[config.mk]
export PLATFORM = sky130hd
export DESIGN_NAME = data_pipe_arb_interconnect
export DESIGN_NICKNAME = d
export VERILOG_FILES = /design/src/rtl/data_pipe_arb_interconnect.sv
export SDC_FILE = /design/constraint.sdc
export NUM_CORES = 1
export LEC_CHECK = 0
export BUFFER_PORTS_ARGS = -buffer_cell sky130_fd_sc_hd__buf_2
export CORE_MARGIN = 5
export CORE_UTILIZATION = 43
export CTS_CLUSTER_SIZE = 25
export DETAILED_ROUTE_END_ITERATION = 8
export PLACE_DENSITY = 0.75
export SLEW_MARGIN = 25
export SYNTH_ARGS = -nofsm -noshare
export SYNTH_HDL_FRONTEND = slang
export SYNTH_SLANG_ARGS = --single-unit
[constraint.sdc]
create_clock -name clock -period 2.18 [get_ports clock]
set_clock_uncertainty 0.15 [all_clocks]
set_input_delay 0.109 -clock clock [delete_from_list [all_inputs] [get_ports clock]]
set_output_delay 0.109 -clock clock [all_outputs]
set_load 0.01 [all_outputs]
[src/rtl/data_pipe_arb_interconnect.sv]
// N-to-1 valid/ready pipe: commanded path (MODE 0) or round-robin (MODE 1), packet-locked grant.
// Ports: clock/rst_n/clk_en, vld_sw/sw -> curr_path/path_lock, s_* upstream, m_* downstream, beat_cnt.
module data_pipe_arb_interconnect #(
  parameter int DSIZE = 8,
  parameter int NUM   = 8,
  parameter int MODE  = 0,
  parameter int PW    = $clog2(NUM)
) (
  input  logic                 clock,
  input  logic                 rst_n,
  input  logic                 clk_en,
  input  logic                 vld_sw,
  input  logic [PW-1:0]        sw,
  output logic [PW-1:0]        curr_path,
  output logic                 path_lock,
  input  logic [NUM-1:0]       s_valid,
  input  logic [NUM-1:0]       s_last,
  input  logic [NUM*DSIZE-1:0] s_data,
  output logic [NUM-1:0]       s_ready,
  output logic                 m_valid,
  output logic                 m_last,
  output logic [DSIZE-1:0]     m_data,
  input  logic                 m_ready,
  output logic [15:0]          beat_cnt
);

  logic             skid_vld;
  logic             skid_last;
  logic [DSIZE-1:0] skid_data;
  logic             granted;
  logic             done;
  logic             cnt_clr;
  logic             sel_valid;
  logic             sel_last;
  logic [DSIZE-1:0] sel_data;
  logic             grant_vld;
  logic             accept;
  logic             xfer;
  logic             upd_ok;
  logic             rr_hit;
  logic [PW-1:0]    rr_idx;

  // Search starts past curr_path only once it has finished a packet;
  // straight out of reset channel 0 gets the first look.
  function automatic logic [PW-1:0] rr_pos(
    input logic [PW-1:0] base,
    input logic          skip,
    input int            k
  );
    int j;
    j = int'(base) + int'(skip) + k;
    if (j >= NUM) j = j - NUM;
    return PW'(j);
  endfunction

  always_comb begin
    sel_valid = s_valid[curr_path];
    sel_last  = s_last[curr_path];
    sel_data  = s_data[curr_path*DSIZE +: DSIZE];
  end

  always_comb begin
    rr_hit = 1'b0;
    rr_idx = curr_path;
    for (int k = 0; k < NUM; k++) begin
      if (!rr_hit && s_valid[rr_pos(curr_path, done, k)]) begin
        rr_hit = 1'b1;
        rr_idx = rr_pos(curr_path, done, k);
      end
    end
  end

  // A pending path change (sw != curr_path) blocks the old channel,
  // so no beat slips through in the cycle the path moves.
  always_comb begin
    if (MODE == 0)
      grant_vld = path_lock | (vld_sw & (sw == curr_path));
    else
      grant_vld = path_lock | (granted & sel_valid);
  end

  assign s_ready = (grant_vld & ~skid_vld & clk_en)
                 ? (NUM'(1) << curr_path) : '0;
  assign accept  = sel_valid & s_ready[curr_path];
  assign xfer    = m_valid & m_ready & clk_en;
  assign upd_ok  = clk_en & ~path_lock & ~skid_vld;

  always_ff @(posedge clock or negedge rst_n) begin
    if (!rst_n) begin
      m_valid   <= 1'b0;
      m_last    <= 1'b0;
      m_data    <= '0;
      skid_vld  <= 1'b0;
      skid_last <= 1'b0;
      skid_data <= '0;
    end else if (!m_valid) begin
      if (accept) begin
        m_valid <= 1'b1;
        m_data  <= sel_data;
        m_last  <= sel_last;
      end
    end else if (!skid_vld) begin
      if (accept && xfer) begin
        m_data <= sel_data;
        m_last <= sel_last;
      end else if (accept) begin
        skid_vld  <= 1'b1;
        skid_data <= sel_data;
        skid_last <= sel_last;
      end else if (xfer) begin
        m_valid <= 1'b0;
      end
    end else if (xfer) begin
      m_data   <= skid_data;
      m_last   <= skid_last;
      skid_vld <= 1'b0;
    end
  end

  always_ff @(posedge clock or negedge rst_n) begin
    if (!rst_n) begin
      curr_path <= '0;
      path_lock <= 1'b0;
      beat_cnt  <= '0;
      cnt_clr   <= 1'b0;
      granted   <= 1'b0;
      done      <= 1'b0;
    end else if (clk_en) begin
      if (accept) begin
        path_lock <= ~sel_last;
        beat_cnt  <= cnt_clr ? 16'd1 : beat_cnt + 16'd1;
        granted   <= 1'b0;
        done      <= sel_last;
      end else if (cnt_clr) begin
        beat_cnt <= '0;
      end
      cnt_clr <= accept & sel_last;
      if (upd_ok) begin
        if (MODE == 0) begin
          if (vld_sw) curr_path <= sw;
        end else if (!(granted && sel_valid)) begin
          granted <= rr_hit;
          if (rr_hit) begin
            curr_path <= rr_idx;
            done      <= 1'b0;
          end
        end
      end
    end
  end

endmodule
==> results of run 1 <==
-- cells in the mapped netlist, drive strengths merged (3+ instances only) --
| cell | number | area [um2] |
|---|---|---|
| nand4 | 5 | 31.3 |
| o22ai | 25 | 156 |
| mux2i | 4 | 52.6 |
| dfrtp | 41 | 1030 |
| nor3 | 4 | 20.0 |
| mux2 | 19 | 214 |
| o21ai | 3 | 15.0 |
| nand2b | 3 | 18.8 |
| nand3 | 6 | 30.0 |
| nand2 | 13 | 48.8 |
| or3 | 3 | 18.8 |
| nor4 | 14 | 87.6 |
| mux4 | 18 | 409 |
| a21oi | 3 | 26.3 |
| buf | 11 | 68.8 |
| a2bb2oi | 7 | 61.3 |
| xnor2 | 18 | 158 |
| inv | 19 | 71.3 |
| nor2 | 9 | 33.8 |
| clkbuf | 8 | 30.0 |
-- power breakdown --
part           internal, W  switching (W)  total, W
combinational      0.00172        0.00176   0.00348
sequential         0.00109       0.000369   0.00146
clock             0.000222       0.000256  0.000478
-- metrics by stage --
| step | util, % | instances | TNS [ns] |
|---|---|---|---|
| detailed placement | 56.1 | 448 | -0.966 |
| CTS | 59.8 | 466 | 0 |
| finish | 62.5 | 468 | -0.00853 |
| floorplan | - | 248 | -0.00897 |
| global placement | 56.1 | 448 | -0.122 |
| global route | 62.5 | 468 | -0.712 |
-- layer usage --
| layer | global-route usage, % | up-vias | part of all wire [%] |
|---|---|---|---|
| met4 | 4.33 | 0 | 0.77 |
| met3 | 3.41 | 6 | 5.2 |
| met5 | 0 | - | 0 |
| met2 | 36.1 | 75 | 51 |
| met1 | 26.9 | 1326 | 43 |
| li1 | - | 1232 | - |
-- layout make-up --
type	instances	area, um2
flip-flops and latches	41	1030
well taps	77	96.3
fillers	519	2340
clock inverters	2	10.0
multi-input cells	171	1720
repair buffers	152	901
clock buffers	6	72.6
inverters	19	71.3
-- path summary, 6_finish.rpt --
check                               end         start  depth (start not counted)  slack, ns
max in group asynchronous  curr_path[1]         rst_n                          3       1.06
min                        skid_data[4]     s_data[4]                          5       0.08
max reg2reg                   m_data[4]  curr_path[1]                          7     -0.009
max                           m_data[4]  curr_path[1]                          7     -0.009
min in group asynchronous     m_data[3]         rst_n                          2       0.23
min reg2reg                skid_data[0]  skid_data[0]                          1       0.37
-- sequential cells by signal, indices dropped and copies added, names as in the netlist --
signal     flops
beat_cnt      16
m_data         8
skid_data      8
curr_path      3
cnt_clr        1
m_last         1
m_valid        1
path_lock      1
skid_last      1
skid_vld       1
-- worst reg2reg max path, delay by kind of cell (launching register included) --
| kind | cells | cell delay, ns |
|---|---|---|
| buffers and inverters | 2 | 0.31 |
| and+or+nand+nor | 1 | 0.43 |
| DFF | 1 | 0.44 |
| xor gates and xnor gates | 1 | 0.15 |
| AOI/OAI and AO/OA | 3 | 0.60 |
-- logic make-up (layout without fill, tap and decap cells) --
| family | Yosys count | after routing | share of synthesized area, % |
|---|---|---|---|
| fa+ha+maj | 1 | 1 | 0.460 |
| mux | 41 | 41 | 24.9 |
| simple gates | 65 | 66 | 12.8 |
| compound gates | 44 | 45 | 12.1 |
| xor+xnor | 18 | 18 | 5.80 |
| flops | 41 | 41 | 37.8 |
| buf+inv | 38 | 179 | 6.26 |
-- repair_timing --
action / CTS / global route
hold buffers: 6 / 0
setup endpoints to repair: 21 / 39
buffers inserted: 1 / 2
endpoints found under the hold margin: 30 / 0
resized for setup: 14 / 28
pin swaps: 3 / 7
cloned: 3 / 0
==> summary.log, run 1 <==
INFO  run_status     status=complete, but fails checks
INFO  run_status     violations=negative setup slack
INFO  setup_path     cp.required=2.21ns
INFO  drt            final_routed_drc_violation_total=0
INFO  final_layout   drive_above_1_share=57.0%
INFO  final_layout   syn_to_final_growth=43.5%
INFO  drt            route.antenna.remaining_nets=0
INFO  place          placement.cell_area=0.00350mm2
INFO  setup_path     critical_path.startpoint_type=register
INFO  power_and_ir_drop total_power=0.00542W
INFO  logic_synthesis synth-edff-count=0
INFO  timing         max_freq=457MHz
INFO  power_and_ir_drop leakagePower=1.78nW
INFO  job            maxCapViolations=0
INFO  timing         min_period=2.19ns
INFO  drt            post_drt_via_cell_ratio=5.64
INFO  hold_path      hold_path.class=primary input to register
INFO  global_routing grt_start_max_net_pins=29
INFO  setup_path     cp_cell_sequence=buf_6 > xnor2_2 > a41oi_2 > buf_4 > or3_4 > a311o_1 > o211a_1
INFO  clock_tree     clock_insertion_delay_worst_skew=0.29ns
INFO  setup_path     timing_worst_setup_path_type=register to register
INFO  clock_tree     clk_pin_slew_worst_paths=0.08ns
INFO  floorplan      floorplan.die.height=89.5um
INFO  timing         finalMaxSlewViolations=0
INFO  place          gp_routability_congestion=0.835
INFO  setup_path     kind_of_cell_adding_the_most_delay_to_the_critical_path=compound AO/OA/AOI/OAI gates
INFO  drt            post_detailed_routing_wire_length=8290um
INFO  logic_synthesis syn_nets=337
INFO  logic_synthesis ys.flop_type=dfrtp_1
INFO  timing         setup_viol_count_final=1
INFO  place          place.detailed.hpwl=6200um
INFO  drt            detail_route.wl_per_cell=17.7um
INFO  logic_synthesis synth_async_sr_flop_share=100%
INFO  setup_path     crit_fanout=5
INFO  logic_synthesis synth_cell_types=38
INFO  clock_tree     clock_tree_from_tritoncts=built
INFO  clock_tree     cts_max_level=2
INFO  floorplan      dieWidth=89.5um
INFO  setup_path     cpMaxStageDelayCell=dfrtp_2
INFO  setup_path     timing.critical_path.to_type=register
INFO  final_layout   antenna-diode-count=0
INFO  final_layout   most-common-layout-cells=buf_2 (125), dfrtp_1 (40), o22ai_1 (23)
INFO  timing         finalHoldViolCount=0
INFO  logic_synthesis synthesis.instances=248
INFO  timing         rsz0062_at_grt=yes
INFO  drt            dr.pass1.iters=4
INFO  clock_tree     cts_max_path_buffers=2
INFO  global_routing global_route_wire_length_before_repair=12800um
INFO  final_layout   layout_commonest_cell=buf_2
INFO  timing         postLayoutSetupSlackWorst=-0.00853ns
INFO  floorplan      ios=126
INFO  clock_tree     cts_inserted_buffers=5
INFO  power_and_ir_drop power.density=1390mW/mm2
INFO  global_routing number_of_antenna_violations_at_the_first_check_in_global_routing=0
INFO  power_and_ir_drop vdd_ir_drop_max=0.929mV
INFO  clock_tree     ctsRootBufferMaster=clkbuf_8
INFO  logic_synthesis seq_area_frac_synth=37.8%
INFO  global_routing vias_in_the_first_global_route=2649
INFO  final_layout   finish.net_count=479
INFO  floorplan      core_region=0.00624mm2
INFO  drt            routed-via-count=2639
INFO  floorplan      standard_cell_rows=29
INFO  clock_tree     cts_sinks=41
INFO  setup_path     worst_path_largest_cell_delay=0.44ns
INFO  logic_synthesis post_synthesis_cell_area=0.00272mm2
INFO  final_layout   post_layout_inst_area=0.00390mm2
INFO  logic_synthesis syn-mean-instance-area=11.0um2
INFO  place          port-buffer-count=125
INFO  global_routing grt.total_usage=20.6%
INFO  timing         fin_worst_hold_slack=0.0782ns
INFO  floorplan      die_footprint=0.00801mm2
INFO  setup_path     worst-path-buf-inv=2
INFO  timing         worst_slew_pin_tran=0.643ns
INFO  drt            drt_iter0_drc=234
INFO  floorplan      start_util=43.5%
INFO  logic_synthesis ys_ff_latch=41
INFO  timing         post-route-period-util=100%
INFO  logic_synthesis yosysWarnings=0
INFO  global_routing grt.overflow.total=0
INFO  setup_path     crit_arrival=2.22ns
INFO  timing         slew_headroom=57.1%
INFO  place          post-place-ws=-0.0869ns
Power figures use the tool's default switching activity.
==> run 2, diff against run 1 <==
Settings changed: BUFFER_PORTS_ARGS -buffer_cell sky130_fd_sc_hd__buf_2 to -buffer_cell sky130_fd_sc_hd__buf_4, SKIP_LAST_GASP from default to 1.
==> summary.log, run 2 (same netlist as run 1, synthesis figures left out) <==
INFO  run_status     status=complete, but fails checks
INFO  run_status     violations=negative setup slack
INFO  drt            detail_route.wl_per_cell=19.4um [+9.7%]
INFO  drt            dr.pass1.iters=4 [unchanged]
INFO  final_layout   biggestRegsByFlops=beat_cnt: 16 flops, m_data: 8 flops, skid_data: 8 flops
INFO  floorplan      standard_cell_rows=29 [unchanged]
INFO  power_and_ir_drop power.density=1390mW/mm2 [+0.32%]
INFO  drt            routed-via-count=2667 [+1.1%]
INFO  setup_path     path_common_cell=buf_4
INFO  place          place.detailed.hpwl=6270um [+1.2%]
INFO  drt            post_detailed_routing_wire_length=9090um [+9.7%]
INFO  setup_path     crit_fanout=3 [-2]
INFO  timing         max_freq=453MHz [-0.96%]
INFO  final_layout   layout_commonest_cell=buf_4
INFO  job            maxCapViolations=0 [unchanged]
INFO  floorplan      floorplan.die.height=89.5um [unchanged]
INFO  clock_tree     cts_max_level=2 [unchanged]
INFO  timing         rsz0062_at_grt=yes
INFO  setup_path     cpMaxStageDelayCell=dfrtp_2
INFO  timing         worst_slew_pin_tran=0.652ns [+0.00931 ns]
INFO  setup_path     worst-path-buf-inv=3 [+1]
INFO  setup_path     critical_path.startpoint_type=register
INFO  floorplan      start_util=43.5% [unchanged]
INFO  power_and_ir_drop vdd_ir_drop_max=0.963mV [+3.6%]
INFO  clock_tree     cts_max_path_buffers=2 [unchanged]
INFO  final_layout   largest_register=beat_cnt
INFO  hold_path      hold_path.class=primary input to register
INFO  timing         min_period=2.21ns [+0.0212 ns]
INFO  floorplan      ios=126 [unchanged]
INFO  setup_path     timing_worst_setup_path_type=register to register
INFO  final_layout   antenna-diode-count=0 [unchanged]
INFO  power_and_ir_drop total_power=0.00604W [+12%]
INFO  setup_path     cp.required=2.22ns [about the same]
INFO  global_routing grt_start_max_net_pins=42 [+45%]
INFO  place          post-place-ws=-0.314ns [-0.227 ns]
INFO  clock_tree     cts_sinks=41 [unchanged]
INFO  power_and_ir_drop share_comb_of_total_power=63.4% [-0.9 points]
INFO  global_routing grt.total_usage=21.6% [+1.0 points]
INFO  floorplan      dieWidth=89.5um [unchanged]
INFO  global_routing global_route_wire_length_before_repair=13200um [+3.6%]
INFO  power_and_ir_drop netSwitchingPower=0.00247W [+3.5%]
INFO  global_routing number_of_antenna_violations_at_the_first_check_in_global_routing=0 [unchanged]
INFO  final_layout   largest_register_ffs=16 [unchanged]
INFO  drt            drt_iter0_drc=232 [-0.85%]
INFO  clock_tree     clock_insertion_delay_worst_skew=0.30ns [about the same]
INFO  drt            final_routed_drc_violation_total=0 [unchanged]
INFO  final_layout   finish.net_count=479 [unchanged]
INFO  global_routing vias_in_the_first_global_route=2565 [-3.2%]
INFO  timing         finalMaxSlewViolations=0 [unchanged]
INFO  timing         finalHoldViolCount=0 [unchanged]
INFO  place          gp_routability_congestion=0.818 [-1.9%]
INFO  setup_path     worst_path_largest_cell_delay=0.45ns [about the same]
INFO  clock_tree     ctsRootBufferMaster=clkbuf_8
INFO  place          port-buffer-count=125 [unchanged]
INFO  timing         postLayoutSetupSlackWorst=-0.0297ns [-0.0212 ns]
INFO  setup_path     crit_arrival=2.25ns [+0.03 ns]
INFO  final_layout   syn_to_final_growth=59.5%
INFO  timing         setup_viol_count_final=12 [+11]
INFO  clock_tree     clk_pin_slew_worst_paths=0.08ns [about the same]
INFO  power_and_ir_drop p_seq_share=24.5% [-2.4 points]
INFO  global_routing grt.overflow.total=0 [unchanged]
INFO  timing         post-route-period-util=101% [+0.97 points]
INFO  final_layout   most-common-layout-cells=buf_4 (134), dfrtp_1 (39), inv_1 (19), o22ai_1 (19), mux4_2 (18)
INFO  drt            route.antenna.remaining_nets=0 [unchanged]
INFO  clock_tree     cts_inserted_buffers=5 [unchanged]
INFO  setup_path     timing.critical_path.to_type=register
INFO  power_and_ir_drop pwr-share-clk=12.1% [+3.3 points]
INFO  drt            post_drt_via_cell_ratio=5.70 [+1.1%]
INFO  floorplan      die_footprint=0.00801mm2 [unchanged]
INFO  clock_tree     clock_tree_from_tritoncts=built
INFO  power_and_ir_drop sw_frac_of_total=40.9% [-3.2 points]
INFO  final_layout   drive_above_1_share=58.8% [+1.8 points]
INFO  power_and_ir_drop leakagePower=1.96nW [+11%]
INFO  floorplan      core_region=0.00624mm2 [unchanged]
INFO  setup_path     kind_of_cell_adding_the_most_delay_to_the_critical_path=multiplexers
INFO  setup_path     cp_cell_sequence=buf_6 > mux4_2 > mux2i_4 > buf_4 > nor4_4 > buf_4 > mux2_2
INFO  timing         slew_headroom=56.4% [-0.73 points]
INFO  power_and_ir_drop internal-power=0.00357W [+18%]
==> run 2: what timing repair did <==
| action | in CTS | in global routing |
|---|---|---|
| gates resized for setup | 9 | 52 |
| endpoints found under the setup margin | 27 | 44 |
| buffers inserted | 7 | 3 |
| pin swaps | 6 | 10 |
| cloned | 0 | 3 |
| hold buffers | 5 | 0 |
| endpoints found under the hold margin | 45 | 0 |
==> run 2: stage by stage <==
stage	setup TNS, ns	hold slack, ns	utilization (%)	cells	cell area (um2)
after detailed placement	-2.96	-0.0324	60.3	443	3760
after floorplan	-0.00897	-0.337	-	248	2720
after global routing	-2.23	0.0281	69.5	468	4340
after global placement	-2.28	-0.0353	60.3	443	3760
final	-0.258	0.0282	69.5	468	4340
after CTS	-0.233	0.0222	64.7	462	4040
==> run 2: metal layers <==
| metal | vias to the layer above | part of all wire, % | track usage (%) | routed length (um) |
|---|---|---|---|---|
| met5 | - | 0 | 0 | 0 |
| met4 | 0 | 1.8 | 7.04 | 167 |
| met3 | 15 | 5.3 | 3.96 | 483 |
| met2 | 75 | 51 | 34.9 | 4600 |
| met1 | 1352 | 42 | 29.5 | 3850 |
| li1 | 1225 | - | - | - |
==> run 2: power groups by stage <==
stage                     clock, W  combinational, W  sequential (W)
after floorplan                  0           0.00204         0.00146
final                     0.000734           0.00383         0.00148
after global placement           0           0.00306         0.00143
after global routing      0.000766           0.00411         0.00153
after CTS                 0.000734           0.00328         0.00143
after detailed placement         0           0.00311         0.00145
==> run 2: path summary, 6_finish.rpt <==
kind                           endpoint  cells past startpoint         start  slack (ns)
min in group asynchronous     m_data[2]                      2         rst_n        0.17
max reg2reg                skid_data[0]                      7  curr_path[1]       -0.03
min                            skid_vld                      2        clk_en        0.03
min reg2reg                skid_data[0]                      1  skid_data[0]        0.37
max                        skid_data[0]                      7  curr_path[1]       -0.03
max in group asynchronous  curr_path[2]                      2         rst_n        1.32
==> run 2: layout make-up <==
class / instances / area, um2
clock buffers: 5 / 68.8
clock inverters: 3 / 65.1
fillers: 432 / 1910
inverters: 19 / 71.3
multi-input cells: 170 / 1750
flip-flops and latches: 41 / 1030
well taps: 77 / 96.3
repair buffers: 153 / 1250
==> run 3, diff against run 2 <==
Settings changed: CORE_UTILIZATION 43 to 44, CTS_BUF_LIST from default to sky130_fd_sc_hd__clkbuf_2 sky130_fd_sc_hd__clkbuf_4 sky130_fd_sc_hd__clkbuf_8, PLACE_DENSITY 0.75 to 0.76.
==> summary.log, run 3 (same netlist as run 1, synthesis figures left out) <==
INFO  final_layout   most-common-layout-cells=buf_4 (146), dfrtp_1 (39), inv_1 (19), o22ai_1 (19), mux2_2 (19)
INFO  final_layout   antenna-diode-count=0 [unchanged]
INFO  place          gp_routability_congestion=0.896 [+9.5%]
INFO  setup_path     rr_worst_depth=5 [-2]
INFO  setup_path     cp.required=2.17ns [-0.05 ns]
INFO  clock_tree     cts_inserted_buffers=5 [unchanged]
INFO  timing         rsz0062_at_grt=yes
INFO  power_and_ir_drop total_power=0.00575W [-4.8%]
INFO  timing         max_freq=460MHz [+1.7%]
INFO  floorplan      standard_cell_rows=28 [-3.4%]
INFO  place          port-buffer-count=125 [unchanged]
INFO  timing         min_period=2.17ns [-0.0366 ns]
INFO  clock_tree     clock_tree_from_tritoncts=built
INFO  global_routing global_route_wire_length_before_repair=13600um [+2.6%]
INFO  final_layout   layout_commonest_cell=buf_4
INFO  drt            route.antenna.remaining_nets=0 [unchanged]
INFO  setup_path     r2r_end=beat_cnt[1]
INFO  setup_path     timing_worst_setup_path_type=register to register
INFO  job            maxCapViolations=0 [unchanged]
INFO  drt            drt_iter0_drc=208 [-10%]
INFO  final_layout   drive_above_1_share=56.7% [-2.1 points]
INFO  setup_path     crit_fanout=5 [+2]
INFO  power_and_ir_drop vdd_ir_drop_max=0.921mV [-4.3%]
INFO  global_routing vias_in_the_first_global_route=2668 [+4.0%]
INFO  timing         setup_viol_count_final=0 [-12]
INFO  clock_tree     cts_max_level=2 [unchanged]
INFO  run_status     status=completed
INFO  clock_tree     ctsRootBufferMaster=clkbuf_8
INFO  final_layout   post_layout_inst_area=0.00423mm2 [-2.5%]
INFO  final_layout   final.fill_count=441 [+2.1%]
INFO  setup_path     timing.critical_path.to_type=register
INFO  hold_path      hold_path.class=primary input to register
INFO  drt            post_detailed_routing_wire_length=8960um [-1.5%]
INFO  floorplan      start_util=45.6% [+2.1 points]
INFO  hold_path      hold_path_startpoint=clk_en
INFO  setup_path     worstSetupStartpoint=curr_path[1]
INFO  setup_path     reg2reg_setup_slack=0.007ns [+0.04 ns]
INFO  clock_tree     cts_max_path_buffers=2 [unchanged]
INFO  floorplan      core_region=0.00596mm2 [-4.6%]
INFO  floorplan      die_footprint=0.00785mm2 [-2.0%]
INFO  final_layout   biggestRegsByFlops=beat_cnt: 16 flops, m_data: 8 flops, skid_data: 8 flops
INFO  setup_path     crit_arrival=2.16ns [-0.09 ns]
INFO  final_layout   largest_register=beat_cnt
INFO  timing         worst_slew_pin_tran=0.666ns [+0.0134 ns]
INFO  clock_tree     cts_sinks=41 [unchanged]
INFO  drt            dr.pass1.iters=4 [unchanged]
INFO  timing         slew_headroom=55.5% [-0.89 points]
INFO  floorplan      floorplan.die.height=88.6um [-1.0%]
INFO  clock_tree     clock_insertion_delay_worst_skew=0.29ns [about the same]
INFO  hold_path      whs_endpoint=skid_vld
INFO  timing         fin_tns_setup=0ns [+0.258 ns]
INFO  drt            final_routed_drc_violation_total=0 [unchanged]
INFO  floorplan      ios=126 [unchanged]
INFO  final_layout   syn_to_final_growth=55.5%
INFO  timing         postLayoutSetupSlackWorst=0.00685ns [+0.0366 ns]
INFO  setup_path     critical_path.startpoint_type=register
INFO  power_and_ir_drop power.density=1360mW/mm2 [-2.4%]
INFO  place          place.detailed.hpwl=6720um [+7.0%]
INFO  global_routing grt.total_usage=22.4% [+0.72 points]
INFO  hold_path      hold_crit_depth=2 [unchanged]
INFO  timing         finalHoldViolCount=0 [unchanged]
INFO  timing         post-route-period-util=99.7% [-1.7 points]
INFO  power_and_ir_drop leakagePower=1.94nW [-1.4%]
INFO  place          placement.cell_area=0.00380mm2 [+0.93%]
INFO  floorplan      dieWidth=88.6um [-1.0%]
INFO  final_layout   final_core_occ=71.0% [+1.5 points]
INFO  global_routing grt_start_max_net_pins=42 [unchanged]
INFO  clock_tree     clk_pin_slew_worst_paths=0.08ns [about the same]
INFO  global_routing number_of_antenna_violations_at_the_first_check_in_global_routing=0 [unchanged]
INFO  drt            routed-via-count=2683 [+0.60%]
INFO  setup_path     reg2reg_from=curr_path[1]
INFO  final_layout   finish.net_count=485 [+1.3%]
INFO  drt            detail_route.wl_per_cell=19.0um [-2.3%]
INFO  place          post-place-ws=-0.330ns [-0.0154 ns]
INFO  drt            post_drt_via_cell_ratio=5.68 [-0.25%]
INFO  global_routing grt.overflow.total=0 [unchanged]
INFO  timing         finalMaxSlewViolations=0 [unchanged]
INFO  final_layout   largest_register_ffs=16 [unchanged]
[run 3: cell count changes in the layout (fill, tap and decap cells not counted), sizes merged]
cell    change
clkbuf      +1
bufinv      -1
buf         +5
or3         +1
[run 3: layout make-up]
class	count	area [um2]	area share, %
clock inverter	2	38.8	0.918
multi-input combinational	171	1670	39.5
inverter	19	71.3	1.69
timing repair buffer	158	1250	29.5
tap	75	93.8	2.22
sequential	41	1030	24.3
clock buffer	6	76.3	1.81
[run 3: stage by stage]
step	hold WS, ns	std cells
2_1_floorplan	-0.337	248
3_3_place_gp	-0.0310	446
3_5_place_dp	-0.0294	446
4_1_cts	0.0363	464
5_1_grt	0.0488	472
6_report	0.0436	472
[run 3: timing repair]
| action | CTS | global route |
|---|---|---|
| endpoints found under the setup margin | 34 | 29 |
| hold endpoints to repair | 45 | 0 |
| gates cloned | 1 | 2 |
| pin swaps | 3 | 9 |
| buffers inserted | 4 | 6 |
| resized for setup | 8 | 22 |
| hold buffers | 5 | 0 |
[run 3: report_power, final]
part           switching, W  internal (W)
clock              0.000269      0.000356
combinational       0.00169       0.00196
sequential         0.000382       0.00109
total               0.00234       0.00341
[run 3: worst max path at each step]
stage,endpoint,depth (start not counted),slack (ns)
floorplan,m_data[4],7,-0.009
global placement,skid_data[2],4,-0.27
CTS,m_data[5],5,-0.03
global route,s_ready[0],6,-0.1
finish,beat_cnt[1],5,0.007
detailed placement,skid_data[6],4,-0.33
[run 3: critical path, stage by stage, from the launching register on]
cell and delay [ns]:
dfrtp_2 0.45, mux4_2 0.56, mux2i_4 0.29, or3_4 0.26, mux2i_1 0.20, o22ai_1 0.10
[run 3: per-layer routing]
metal	track usage (%)	vias to the layer above	part of all wire (%)
met5	0	-	0
met4	9.07	0	3.1
met3	3.91	23	6.4
met2	38.5	113	50
met1	27.8	1309	40
li1	-	1238	-
